$ cat config.mk
export PLATFORM = sky130hd
export DESIGN_NAME = conv_core_flat
export DESIGN_NICKNAME = d
export VERILOG_FILES = /design/src/rtl/conv_pkg.sv /design/src/rtl/conv_core_if.sv /design/src/rtl/conv_mac.sv /design/src/rtl/conv_core.sv /design/src/flat_wrapper.sv
export SDC_FILE = /design/constraint.sdc
export NUM_CORES = 1
export LEC_CHECK = 0
export ABC_AREA = 1
export CORE_UTILIZATION = 49
export CTS_CLUSTER_SIZE = 20
export DETAILED_ROUTE_END_ITERATION = 8
export PLACE_DENSITY = 0.71
export RECOVER_POWER = 50
export SLEW_MARGIN = 40
export SYNTH_ARGS = -nofsm -noshare
export SYNTH_HDL_FRONTEND = slang
export SYNTH_SLANG_ARGS = --single-unit
$ cat constraint.sdc
create_clock -name clk -period 5.65 [get_ports clk]
set_input_delay 1.13 -clock clk [delete_from_list [all_inputs] [get_ports clk]]
set_output_delay 1.13 -clock clk [all_outputs]
set_load 0.05 [all_outputs]
$ cat src/rtl/conv_pkg.sv
// Shared definitions for the convolution core: FSM state encoding and
// default geometry of the X/Y/Z memories.
package conv_pkg;

   localparam int DATA_WIDTH_DEF  = 8;
   localparam int ADDR_WIDTH_DEF  = 5;
   localparam int ZADDR_WIDTH_DEF = 6;
   localparam int ZDATA_WIDTH_DEF = 16;

   typedef enum logic [2:0] {
      IDLE,
      SETUP,
      READ,
      MAC,
      WRITE,
      DONE
   } conv_state_t;

endpackage

$ cat src/rtl/conv_core_if.sv
// Memory-side bus of the convolution core: two read ports (X, Y) with
// one-cycle read latency and one write port (Z).
interface conv_core_if
   import conv_pkg::*;
#(
   parameter int DATA_WIDTH  = DATA_WIDTH_DEF,
   parameter int ADDR_WIDTH  = ADDR_WIDTH_DEF,
   parameter int ZADDR_WIDTH = ZADDR_WIDTH_DEF,
   parameter int ZDATA_WIDTH = ZDATA_WIDTH_DEF
);

   logic [ADDR_WIDTH-1:0]  memX_addr;
   logic                   memX_rd;
   logic [DATA_WIDTH-1:0]  memX_data;
   logic [ADDR_WIDTH-1:0]  memY_addr;
   logic                   memY_rd;
   logic [DATA_WIDTH-1:0]  memY_data;
   logic [ZADDR_WIDTH-1:0] memZ_addr;
   logic [ZDATA_WIDTH-1:0] memZ_data;
   logic                   memZ_we;

   modport master (
      output memX_addr, memX_rd, input memX_data,
      output memY_addr, memY_rd, input memY_data,
      output memZ_addr, memZ_data, memZ_we
   );

   modport slave (
      input memX_addr, memX_rd, output memX_data,
      input memY_addr, memY_rd, output memY_data,
      input memZ_addr, memZ_data, memZ_we
   );

endinterface

$ cat src/rtl/conv_mac.sv
// Unsigned multiply-accumulate: acc <= acc + a*b when enabled, cleared
// synchronously between output words.
module conv_mac
   import conv_pkg::*;
#(
   parameter int DATA_WIDTH = DATA_WIDTH_DEF,
   parameter int ACC_WIDTH  = 2*DATA_WIDTH_DEF + ADDR_WIDTH_DEF
) (
   input  logic                  clk,
   input  logic                  rst_n,
   input  logic                  clear,
   input  logic                  enable,
   input  logic [DATA_WIDTH-1:0] a,
   input  logic [DATA_WIDTH-1:0] b,
   output logic [ACC_WIDTH-1:0]  acc
);

   logic [2*DATA_WIDTH-1:0] product;

   assign product = {{DATA_WIDTH{1'b0}}, a} * {{DATA_WIDTH{1'b0}}, b};

   // NOTE: sequential state uses non-blocking assignments so every register
   // samples pre-edge values regardless of process evaluation order.
   always_ff @(posedge clk or negedge rst_n) begin
      if (!rst_n) begin
         acc <= '0;
      end else if (clear) begin
         acc <= '0;
      end else if (enable) begin
         acc <= acc + ACC_WIDTH'(product);
      end
   end

endmodule

$ cat src/rtl/conv_core.sv
// Full linear convolution z = x * y over external X/Y memories, one MAC
// per READ/MAC cycle pair, results written word by word to external Z.
module conv_core
   import conv_pkg::*;
#(
   parameter int DATA_WIDTH  = DATA_WIDTH_DEF,
   parameter int ADDR_WIDTH  = ADDR_WIDTH_DEF,
   parameter int ZADDR_WIDTH = ZADDR_WIDTH_DEF,
   parameter int ZDATA_WIDTH = ZDATA_WIDTH_DEF
) (
   input  logic                clk,
   input  logic                rst_n,
   input  logic                start,
   input  logic [ADDR_WIDTH:0] sizeX,
   input  logic [ADDR_WIDTH:0] sizeY,
   conv_core_if.master         mem,
   output logic                busy,
   output logic                done
);

   localparam int ACC_WIDTH = 2*DATA_WIDTH + ADDR_WIDTH;
   // Index arithmetic width: holds i up to 2*32-2 plus one guard bit.
   localparam int CW = ZADDR_WIDTH + 1;
   localparam logic [CW-1:0] ONE_W = CW'(1);
   localparam logic [CW-1:0] TWO_W = CW'(2);

   conv_state_t state, next_state;

   logic [ADDR_WIDTH:0]    size_x, size_y;
   logic [ZADDR_WIDTH-1:0] i;
   logic [ADDR_WIDTH-1:0]  k, k_end;
   logic [ACC_WIDTH-1:0]   acc;

   logic [CW-1:0]          i_w, sx_w, sy_w;
   logic [ADDR_WIDTH-1:0]  k_start_c, k_end_c, y_addr_c;
   logic                   last_i, more_taps;

   assign i_w       = CW'(i);
   assign sx_w      = CW'(size_x);
   assign sy_w      = CW'(size_y);
   assign last_i    = (i_w == sx_w + sy_w - TWO_W);
   assign more_taps = (k < k_end);
   assign y_addr_c  = ADDR_WIDTH'(i_w - CW'(k));

   // Tap window for output i: k in [max(0, i-sizeY+1), min(i, sizeX-1)].
   always_comb begin
      k_start_c = '0;
      k_end_c   = ADDR_WIDTH'(sx_w - ONE_W);
      if (i_w >= sy_w)
         k_start_c = ADDR_WIDTH'(i_w - sy_w + ONE_W);
      if (i_w < sx_w - ONE_W)
         k_end_c = ADDR_WIDTH'(i_w);
   end

   always_ff @(posedge clk or negedge rst_n) begin
      if (!rst_n)
         state <= IDLE;
      else
         state <= next_state;
   end

   always_ff @(posedge clk or negedge rst_n) begin
      if (!rst_n) begin
         size_x <= '0;
         size_y <= '0;
         i      <= '0;
         k      <= '0;
         k_end  <= '0;
      end else begin
         case (state)
            IDLE: begin
               if (start) begin
                  size_x <= sizeX;
                  size_y <= sizeY;
                  i      <= '0;
               end
            end
            SETUP: begin
               k     <= k_start_c;
               k_end <= k_end_c;
            end
            MAC: begin
               if (more_taps)
                  k <= k + 1'b1;
            end
            WRITE: begin
               if (!last_i)
                  i <= i + 1'b1;
            end
            default: ;
         endcase
      end
   end

   // NOTE: every output of this block gets a default before the case so no
   // path leaves a signal unassigned and no latch is inferred.
   always_comb begin
      next_state    = state;
      busy          = (state != IDLE);
      done          = 1'b0;
      mem.memX_rd   = 1'b0;
      mem.memY_rd   = 1'b0;
      mem.memX_addr = '0;
      mem.memY_addr = '0;
      mem.memZ_we   = 1'b0;
      mem.memZ_addr = '0;
      mem.memZ_data = '0;
      case (state)
         IDLE: begin
            if (start)
               next_state = (sizeX == '0 || sizeY == '0) ? DONE : SETUP;
         end
         SETUP: next_state = READ;
         READ: begin
            mem.memX_rd   = 1'b1;
            mem.memY_rd   = 1'b1;
            mem.memX_addr = k;
            mem.memY_addr = y_addr_c;
            next_state    = MAC;
         end
         MAC: next_state = more_taps ? READ : WRITE;
         WRITE: begin
            mem.memZ_we   = 1'b1;
            mem.memZ_addr = i;
            mem.memZ_data = ZDATA_WIDTH'(acc);
            next_state    = last_i ? DONE : SETUP;
         end
         DONE: begin
            done       = 1'b1;
            next_state = IDLE;
         end
         default: next_state = IDLE;
      endcase
   end

   conv_mac #(
      .DATA_WIDTH(DATA_WIDTH),
      .ACC_WIDTH (ACC_WIDTH)
   ) u_mac (
      .clk   (clk),
      .rst_n (rst_n),
      .clear (state == SETUP),
      .enable(state == MAC),
      .a     (mem.memX_data),
      .b     (mem.memY_data),
      .acc   (acc)
   );

endmodule

$ cat src/flat_wrapper.sv
// flat-port wrapper written by rule: the top's interface ports become plain ports
module conv_core_flat import conv_pkg::*;
#(
   parameter int DATA_WIDTH  = DATA_WIDTH_DEF,
   parameter int ADDR_WIDTH  = ADDR_WIDTH_DEF,
   parameter int ZADDR_WIDTH = ZADDR_WIDTH_DEF,
   parameter int ZDATA_WIDTH = ZDATA_WIDTH_DEF
)
  (clk, rst_n, start, sizeX, sizeY, busy, done, mem_memX_addr, mem_memX_rd, mem_memX_data, mem_memY_addr, mem_memY_rd, mem_memY_data, mem_memZ_addr, mem_memZ_data, mem_memZ_we);
  conv_core_if #(.DATA_WIDTH(DATA_WIDTH), .ADDR_WIDTH(ADDR_WIDTH), .ZADDR_WIDTH(ZADDR_WIDTH), .ZDATA_WIDTH(ZDATA_WIDTH)) mem_i ();
  input  logic clk;
  input  logic rst_n;
  input  logic start;
  input  logic [ADDR_WIDTH:0] sizeX;
  input  logic [ADDR_WIDTH:0] sizeY;
  output logic busy;
  output logic done;
  output wire logic [$bits(mem_i.memX_addr)-1:0] mem_memX_addr;
  output wire logic [$bits(mem_i.memX_rd)-1:0] mem_memX_rd;
  input wire logic [$bits(mem_i.memX_data)-1:0] mem_memX_data;
  output wire logic [$bits(mem_i.memY_addr)-1:0] mem_memY_addr;
  output wire logic [$bits(mem_i.memY_rd)-1:0] mem_memY_rd;
  input wire logic [$bits(mem_i.memY_data)-1:0] mem_memY_data;
  output wire logic [$bits(mem_i.memZ_addr)-1:0] mem_memZ_addr;
  output wire logic [$bits(mem_i.memZ_data)-1:0] mem_memZ_data;
  output wire logic [$bits(mem_i.memZ_we)-1:0] mem_memZ_we;
  assign mem_memX_addr = mem_i.memX_addr;
  assign mem_memX_rd = mem_i.memX_rd;
  assign mem_i.memX_data = mem_memX_data;
  assign mem_memY_addr = mem_i.memY_addr;
  assign mem_memY_rd = mem_i.memY_rd;
  assign mem_i.memY_data = mem_memY_data;
  assign mem_memZ_addr = mem_i.memZ_addr;
  assign mem_memZ_data = mem_i.memZ_data;
  assign mem_memZ_we = mem_i.memZ_we;
  conv_core #(.DATA_WIDTH(DATA_WIDTH), .ADDR_WIDTH(ADDR_WIDTH), .ZADDR_WIDTH(ZADDR_WIDTH), .ZDATA_WIDTH(ZDATA_WIDTH)) u_core (.clk(clk), .rst_n(rst_n), .start(start), .sizeX(sizeX), .sizeY(sizeY), .mem(mem_i), .busy(busy), .done(done));
endmodule
==> results of run 1 <==
==> state kept, by name, indices dropped and copies added (netlist names) <==
name and flops:
u_core.i 6, u_core.k 5, u_core.k_end 5, u_core.size_x 6
u_core.size_y 6, u_core.state 3, u_core.u_mac.acc 16
==> synth_stat cells (2+ instances only) <==
master and n:
o21a_1 2, ha_1 73, clkinv_1 2, nor2_1 61, nand4_1 7, fa_1 54
buf_2 3, xor2_1 5, nor3_1 8, o22ai_1 5, nor2_2 2, nand3_2 3
nor4_1 3, inv_2 4, o21bai_1 2, xnor2_1 8, clkbuf_1 20, o211ai_1 2
o21ai_0 31, a21oi_1 35, dfrtp_1 47, nand3_1 46, nand2_1 205, inv_1 218
==> layout make-up <==
type / count / area [um2] / area share, %
clock buffer: 6 / 129 / 1.84
clock inverter: 2 / 16.3 / 0.232
inverter: 224 / 841 / 12.0
multi-input combinational: 562 / 3970 / 56.5
sequential: 47 / 1180 / 16.7
tap: 168 / 210 / 2.99
timing repair buffer: 70 / 681 / 9.69
==> routing by layer <==
layer | global-route usage [%] | share of wire [%]
met2 | 38.2 | 46
met3 | 2.39 | 3.0
met5 | 0 | 0
met4 | 3.25 | 0.89
met1 | 34.8 | 50
==> critical path, stage by stage <==
cell	delay (ns)
clkdlybuf4s50_1	0.66
nand2_1	0.13
fa_1	0.55
inv_1	0.05
fa_1	0.49
fa_1	0.55
inv_1	0.06
fa_1	0.53
inv_1	0.05
ha_1	0.35
a21oi_1	0.15
a21boi_0	0.17
nand2_1	0.12
a21oi_1	0.17
nand2_1	0.07
nand3_1	0.08
nand2_1	0.07
==> metrics by stage <==
| stage | setup WS (ns) | instances |
|---|---|---|
| finish | 0.464 | 1079 |
| global route | 0.0998 | 1079 |
| CTS | 0.442 | 1079 |
| detailed placement | 0.153 | 1071 |
| global placement | 0.222 | 1071 |
| floorplan | 0.834 | 857 |
==> where the power goes <==
part           total, mW  internal, mW  switching (mW)
Combinational       2.54         0.919            1.62
Sequential         0.523         0.444          0.0786
Clock              0.297         0.166           0.131
Total               3.36          1.53            1.83
==> worst min-delay path by stage <==
| stage | start | to | slack (ns) | cells past startpoint |
|---|---|---|---|---|
| 3_3_place_gp | u_core.size_y[5] | u_core.size_y[5] | 0.47 | 2 |
| 5_1_grt | u_core.size_y[2] | u_core.size_y[2] | 0.53 | 2 |
| 2_1_floorplan | u_core.u_mac.acc[14] | u_core.u_mac.acc[14] | 0.45 | 2 |
| 3_5_place_dp | u_core.size_y[5] | u_core.size_y[5] | 0.47 | 2 |
| 4_1_cts | u_core.size_y[5] | u_core.size_y[5] | 0.49 | 2 |
| 6_report | u_core.size_y[5] | u_core.size_y[5] | 0.49 | 2 |
==> logic make-up after synthesis <==
family	Yosys count	share of synthesized area, %
buffers and inverters	248	15.4
and+or+nand+nor	341	23.4
xor gates and xnor gates	13	1.87
adders and majority gates	127	32.8
DFF	47	19.3
AOI/OAI and AO/OA	81	7.16
==> impl_metrics.py, run 1 <==
metrics = {
    "route": {
        "drc": 0,
        "antenna_left": 0,
        "dr.pass1.iters": 5,
        "vias": 5296,
        "routed_wl_mm": 13.9,
        "viasPerCell": 4.91,
        "wl_per_cell_um": 12.9,
        "drt_iter0_drc": 305,
    },
    "synth": {
        "async_flop_share_pct": 100,
        "synthTopCellsByArea": "dfrtp_1 (19%), fa_1 (18%), ha_1 (15%)",
        "netlist_area_um2": 6080,
        "yosys_register_bits": 47,
        "synth_top_cell_area_share_pct": 19.3,
        "postSynthAreaPerCell_um2": 7.10,
        "yosysTopAreaCell": "dfrtp_1",
        "ys_warn_count": 0,
        "yosysSeqAreaShare_pct": 19.3,
        "synthCells": 857,
        "synth_cell_types": 35,
        "synth_edf_count": 0,
        "synth_ff_type": "dfrtp_1",
        "syn_nets": 1015,
    },
    "grt": {
        "track_usage_pct": 23.5,
        "grt_pass1_wl_mm": 24.3,
        "grt_max_degree": 48,
        "antenna_found_initial": 0,
        "grt-ovfl-total": 0,
        "grt_pass1_vias": 5104,
    },
    "sta": {
        "setup_viol": 0,
        "worstMarginPinSlew_ns": 2.58,
        "setup_tns_ns": 0,
        "fin_crit_sh_pct": 91.8,
        "fin_hold_ws_ns": 0.494,
        "final.setup_skew_ns": 0.0113,
        "fmax_ghz": 0.193,
        "fin_crit_ns": 5.19,
        "drv_slew": 48,
        "relSlewSlack_pct": -72.2,
        "hold_violations": 0,
        "rsz0062_at_grt": "false",
    },
    "placed_design": {
        "hpwl_mm": 11.5,
        "dpl_cell_area_um2": 6890,
        "place.gp.congestion": 0.866,
        "port_buffers": 67,
    },
    "final_layout": {
        "antenna_cells": 0,
        "mostFrequentLayoutCell": "inv_1",
        "most-common-layout-cells": "inv_1 (220), nand2_1 (205), ha_1 (73)",
        "fin_util_pct": 58.2,
        "areaGrowthSynthToFinish_pct": 15.4,
        "final_area_um2": 7020,
        "nFillCells": 1154,
        "drive_above_1_share_pct": 2.41,
        "fin_nets": 1068,
    },
    "power_and_ir_drop": {
        "power_density_nw_per_um2": 478,
        "power_mw": 3.36,
        "leakage_nw": 3.94,
        "ir_drop_mv": 0.342,
    },
    "critical_path": {
        "rrSetupSlack_ns": 1.81,
        "crit_start": "mem_memX_data[5]",
        "crit_path_start_kind": "primary input",
        "r2r_start": "u_core.u_mac.acc[7]",
        "critical_path_class": "in2reg",
        "critPathCaptureType": "flip-flop",
        "cp.arrival_ns": 5.36,
        "critPathMaxFanout": 8,
        "r2r-end": "u_core.u_mac.acc[14]",
        "r2r_cells": 17,
        "critPathCapture": "u_core.u_mac.acc[14]",
        "required_ns": 5.83,
    },
    "floorplan": {
        "die_area_um2": 12900,
        "io-pin-count": 68,
        "start_util_pct": 50.4,
        "fp.dieH_um": 113,
        "core-area_um2": 12100,
        "fp.dieW_um": 113,
        "core.rowCount": 40,
    },
    "clock_tree": {
        "clk_latency_ns": 0.29,
        "clk_pin_slew_ns": 0.07,
        "cts_setup_buffers": 0,
        "ctsResizeCount": 0,
        "clockBufferDepth": 2,
        "postCtsHoldBufs": 0,
        "htreeDepth": 2,
        "root_buffer": "clkbuf_16",
        "tritoncts": "yes",
        "cts_inserted_buffers": 5,
        "cts_sinks": 47,
    },
    "flow_run": {
        "maxCapViolations": 1,
    },
    "status": {
        "violations": "max-capacitance violations, max-slew violations",
        "outcome": "complete, but fails checks",
    },
    "hold_path": {
        "worstHoldPathType": "reg2reg",
    },
}
No activity file was read; power rests on OpenSTA's default activity.
==> run 2, diff against run 1 <==
Settings changed: ABC_CLOCK_PERIOD_IN_PS set to 5650, CTS_CLUSTER_SIZE 20 to 25.
==> results of run 2 <==
Final layout, timing and power as in run 1 (identical DEF).
==> run 3, diff against run 2 <==
Settings changed: CAP_MARGIN set to 20.
==> results of run 3 <==
Final layout, timing and power as in run 1 (identical DEF).
